--- config.mk ---
export PLATFORM = sky130hd
export DESIGN_NAME = add_rc
export DESIGN_NICKNAME = d
export VERILOG_FILES = /design/src/rtl/fa_cell.sv /design/src/rtl/add_rc.sv
export SDC_FILE = /design/constraint.sdc
export NUM_CORES = 1
export LEC_CHECK = 0
export CAP_MARGIN = 20
export CORE_AREA = 5 5 42 44
export DETAILED_ROUTE_END_ITERATION = 8
export DIE_AREA = 0 0 47 49
export SLEW_MARGIN = 20
export SYNTH_ARGS = -nofsm -noshare
export SYNTH_HDL_FRONTEND = slang
export SYNTH_SLANG_ARGS = --single-unit
--- constraint.sdc ---
create_clock -name clock -period 2.7 [get_ports clock]
set_input_delay 0.54 -clock clock [delete_from_list [all_inputs] [get_ports clock]]
set_output_delay 0.54 -clock clock [all_outputs]
set_load 0.005 [all_outputs]
--- src/rtl/fa_cell.sv ---
// fa_cell: 1-bit full adder, the repeating stage of the ripple-carry chain
module fa_cell (
  input  logic a,
  input  logic b,
  input  logic ci,
  output logic s,
  output logic co
);
  assign s  = a ^ b ^ ci;
  assign co = (a & b) | (ci & (a ^ b));
endmodule

--- src/rtl/add_rc.sv ---
// add_rc: N-bit ripple-carry adder with combinational and registered sum/carry outputs
module add_rc #(
  parameter int N = 4
) (
  input  logic         clock,
  input  logic         reset_,
  input  logic [N-1:0] x,
  input  logic [N-1:0] y,
  input  logic         c_in,
  output logic [N-1:0] s,
  output logic         c_out,
  output logic [N-1:0] s_r,
  output logic         c_out_r
);
  logic [N:0]   carry;
  logic [N-1:0] s_d, s_q;
  logic         c_d, c_q;
  assign carry[0] = c_in;
  for (genvar i = 0; i < N; i++) begin : g_bit
    fa_cell u_fa (
      .a  (x[i]),
      .b  (y[i]),
      .ci (carry[i]),
      .s  (s[i]),
      .co (carry[i+1])
    );
  end
  assign c_out   = carry[N];
  assign s_d     = s;
  assign c_d     = carry[N];
  assign s_r     = s_q;
  assign c_out_r = c_q;
  // capture the settled sum every edge; reset clears the copies immediately
  always_ff @(posedge clock or negedge reset_)
    if (!reset_) begin
      s_q <= '0;
      c_q <= 1'b0;
    end else begin
      s_q <= s_d;
      c_q <= c_d;
    end
endmodule

== Word level (Yosys, flattened, before mapping) ==
Cells that the tools add are included.

* Bitwise logic cells: 20

{| class="wikitable"
|+ Operator list
! cell !! number
|-
| $and 1x1->1 || 8
|-
| $xor 1x1->1 || 8
|-
| $or 1x1->1 || 4
|}

* Flip-flop bits (word level): 5
* Bits of input ports: 11
* Output and inout port bits: 10
* Logic and storage cells: 22

== Depth between registers and ports, before layout ==
* Word-level depth: 9
* Mapped depth: 9
* Depth with buffers taken out: 8

== By module ==
From an unflattened synthesis, not the netlist that was laid out.

* Cell total of the unflattened synthesis: 9
* Area total of the unflattened synthesis: 205.2 um^2

{| class="wikitable"
|+ Modules (own cells, without submodules)
! module !! times used !! cells an instance !! area each (um^2) !! seq. area each (um^2)
|-
| add_rc || 1 || 5 || 125.1 || 125.1
|-
| fa_cell || 4 || 1 || 20.0 || 0.0
|}

== Worst setup path after synthesis ==
Ideal clock, no wire load.

* Kind: input-to-output
* Start point: in y[0]
* End point: out s[3]
* Arrival time: 2.149 ns
* Required time: 2.160 ns
* Setup slack: 0.011 ns
* Cell stages on the path: 9
* Buffers on the path: 1
* Path through: inv_1 fa_1 inv_1 fa_1 fa_1 inv_1 fa_1 inv_1 buf_4

* Cells in the longest elaborated chain, start to end: 8
* Elaborated cells between the ends (all ways): 9
* Classes of those cells: 9 x bitwise

{| class="wikitable"
|+ Ends and longest elaborated chain
! element !! RTL line !! RTL
|-
| start: declaration || add_rc.sv:8 || <nowiki>input logic [N-1:0] y,</nowiki>
|-
| $xor 1x1->1 || fa_cell.sv:10 || <nowiki>assign co = (a & b) | (ci & (a ^ b));</nowiki>
|-
| $and 1x1->1 || fa_cell.sv:10 ||
|-
| $or 1x1->1 * || fa_cell.sv:10 ||
|-
| $and 1x1->1 * || fa_cell.sv:10 ||
|-
| $or 1x1->1 * || fa_cell.sv:10 ||
|-
| $and 1x1->1 * || fa_cell.sv:10 ||
|-
| $or 1x1->1 * || fa_cell.sv:10 ||
|-
| $xor 1x1->1 * || fa_cell.sv:9 || <nowiki>assign s = a ^ b ^ ci;</nowiki>
|-
| end: declaration || add_rc.sv:10 || <nowiki>output logic [N-1:0] s,</nowiki>
|}

Mark *: on every way between the ends. The rest lies on a longest branch, timed or not.

== Final worst setup path ==
* Start point: in x[0]
* End point: out s[3]

* Cells in the longest elaborated chain, start to end: 8
* Elaborated cells between the ends (all ways): 9
* Classes of those cells: 9 x bitwise

{| class="wikitable"
|+ Ends and longest elaborated chain
! element !! RTL line !! RTL
|-
| start: declaration || add_rc.sv:7 || <nowiki>input logic [N-1:0] x,</nowiki>
|-
| $xor 1x1->1 || fa_cell.sv:10 ||
|-
| $and 1x1->1 || fa_cell.sv:10 ||
|-
| $or 1x1->1 * || fa_cell.sv:10 ||
|-
| $and 1x1->1 * || fa_cell.sv:10 ||
|-
| $or 1x1->1 * || fa_cell.sv:10 ||
|-
| $and 1x1->1 * || fa_cell.sv:10 ||
|-
| $or 1x1->1 * || fa_cell.sv:10 ||
|-
| $xor 1x1->1 * || fa_cell.sv:9 ||
|}

Marked as above.

==> out/qor.txt <==
Final-layout fill cell count -> 157
Clock-pin slew of the registers on the worst-case setup and hold paths -> 0.04 ns
Netlist area before placement -> 273 um^2
Fraction of the yosys area taken by sequential cells -> 45.9%
Hold Buf Count CTS -> 0
Iteration-0 DRC count of the detailed router -> 0
Peak clock frequency supported by timing -> 362 MHz
Layout cell share with drive strength beyond 1 -> 50.0%
Met3 routing resource usage after global routing -> 0.738%
Setup_tns -> -0.0607 ns
Critical path class -> in -> out
Max FO, Critical Path -> 2
DR pass1 iterations -> 1
Met2 layer usage reported by global route -> 8.14%
Floorplan die width -> 47 um
Number of antenna violations at the first check in global routing -> 0
Clk sink count -> 5
Core Footprint -> 0.00140 mm^2
Setup repair after global routing missed its margin -> true
Min Hold Slack -> 0.513 ns
Routed vias -> 242
Remaining global-route overflow -> 0
Data arrival at the endpoint of the critical path -> 2.22 ns
Tot GR Track Use -> 5.48%
PwrDens -> 499 mW/mm^2
Utilization after layout -> 41.2%
Pre-CTS setup slack -> -0.884 ns
CTS H-tree depth -> 1
Number of diodes -> 0
Type of origin of the critical path -> primary input
TritonCTS clock tree -> built
Met1 layer usage reported by global route -> 4.10%
Final Hold Vio Count -> 0
Run status -> complete, but fails checks
Slew Viols, Final -> 0
Vias in the first global route -> 234
Overall die height -> 49 um
Die area -> 0.00230 mm^2
Net count of the mapped netlist -> 38
Total clock buffers created by CTS -> 3
Cell leakage power -> 0.000290 uW
Ports placed on the boundary -> 21
Via density -> 3.46
Worst setup slack after layout -> -0.0607 ns
Transition time of the tightest slew-check pin -> 0.202 ns
Routability congestion estimate from global placement -> 0.598
Total Wirelength -> 559 um
Number of buffers inserted by port buffering -> 20
Global-route layer with the greatest usage -> met4
Net count of the finished layout -> 70
Synth cell types -> 4
Type of the worst min-delay path -> in -> async
Violated checks -> setup timing
Pin count of the biggest net entering global routing -> 6
Starting utilization of the core area -> 19.5%
Mapped Cells -> 23
Worst EP required -> 2.16 ns
Cell chosen for the clock root -> clkbuf_4
Setup Viol. Count Final -> 1
Number of buffers on the longest clock path -> 2
First-pass GRT wire length -> 800 um
Endpoint class of the critical path -> output port
Per-cell routed wire length -> 7.99 um
DRC Markers -> 0
Number of cell rows -> 14
Max VDD drop -> 166 uV
Maximum Capacitance Violations -> 0
Synthesized area divided by synthesized cell count -> 11.9 um^2
Synth-to-Final Area Change -> 111%
DRT antenna net count -> 0
HPWL after detailed placement -> 434 um
Final critical-path share of the clock period -> 102%
Min Tclk post-route -> 2.76 ns
Max-slew headroom -> 86.5%
Yosys warning total -> 0
Post-synthesis sequential element count -> 5
cells by family after synthesis:
kind of cell | after synthesis | share of synthesized area (%)
adder cells (fa/ha/maj) | 4 | 29.4
buffers and inverters | 14 | 24.8
flip-flops | 5 | 45.9
metrics by stage:
step                      total power [uW]  instance area, um^2  cells
after floorplan                        127                  273     23
after global placement                 191                  485     58
after detailed placement               192                  485     58
after CTS                              294                  572     70
after global routing                   308                  577     70
final                                  288                  577     70
cell usage after synthesis:
cell type   n  area share [%]
inv_1      10              14
dfrtp_1     5              46
buf_4       4              11
fa_1        4              29
worst max path at each step:
stage | startpoint | endpoint | slack (ns) | cells after the start
after floorplan | y[0] | s[3] | 0.01 | 9
after global placement | y[0] | s[3] | -0.87 | 10
after detailed placement | y[0] | s[3] | -0.88 | 10
after CTS | y[0] | s[3] | -0.13 | 10
after global routing | x[0] | s[3] | -0.15 | 10
final | x[0] | s[3] | -0.06 | 10
report_power, final:
part / switching (uW) / internal, uW / leakage, uW / total [uW]
registers: 2.60 / 87.3 / 0.0000583 / 89.9
logic: 34.6 / 79.7 / 0.000217 / 114
clock network: 27.9 / 55.7 / 0.0000150 / 83.6
total: 65.1 / 223 / 0.000290 / 288
state kept, by name, indices dropped and copies added, names as in the netlist:
| name | count |
|---|---|
| c_out_r | 1 |
| s_r | 4 |
area by class of cell:
class | instances | area, um^2 | area share (%)
flip-flops and latches | 5 | 125 | 21.7
well taps | 16 | 20.0 | 3.47
repair buffers | 31 | 273 | 47.3
multi-input cells | 4 | 87.6 | 15.2
clock buffers | 4 | 26.3 | 4.56
inverters | 10 | 45.0 | 7.81
repair_timing:
item	CTS	global route
resized for setup	32	2
pin swaps	4	4
setup endpoints to repair	4	3
buffers inserted	8	0
hold endpoints to repair	0	0
critical path, cell delays in order:
cell	delay, ns
buf_6	0.10
inv_4	0.04
fa_2	0.19
inv_2	0.04
fa_2	0.33
fa_2	0.34
inv_2	0.06
fa_1	0.40
inv_1	0.08
buf_2	0.11
cell usage in the layout (no fill, tap or decap):
cell / netlist / layout
buf_6: 0 / 3
inv_4: 0 / 3
inv_1: 10 / 5
dfrtp_1: 5 / 5
fa_2: 0 / 3
clkdlybuf4s50_1: 0 / 12
clkbuf_4: 0 / 3
clkbuf_1: 0 / 1
buf_2: 0 / 2
buf_4: 4 / 11
fa_1: 4 / 1
inv_2: 0 / 2
dlygate4sd2_1: 0 / 3
per-layer routing:
metal  up-vias  wire length (um)
met4         0                20
li1        116                 -
met1       110               138
met2        14               317
met5         -                 0
met3         2                83
Note: power is estimated with default switching activity, not from simulation.
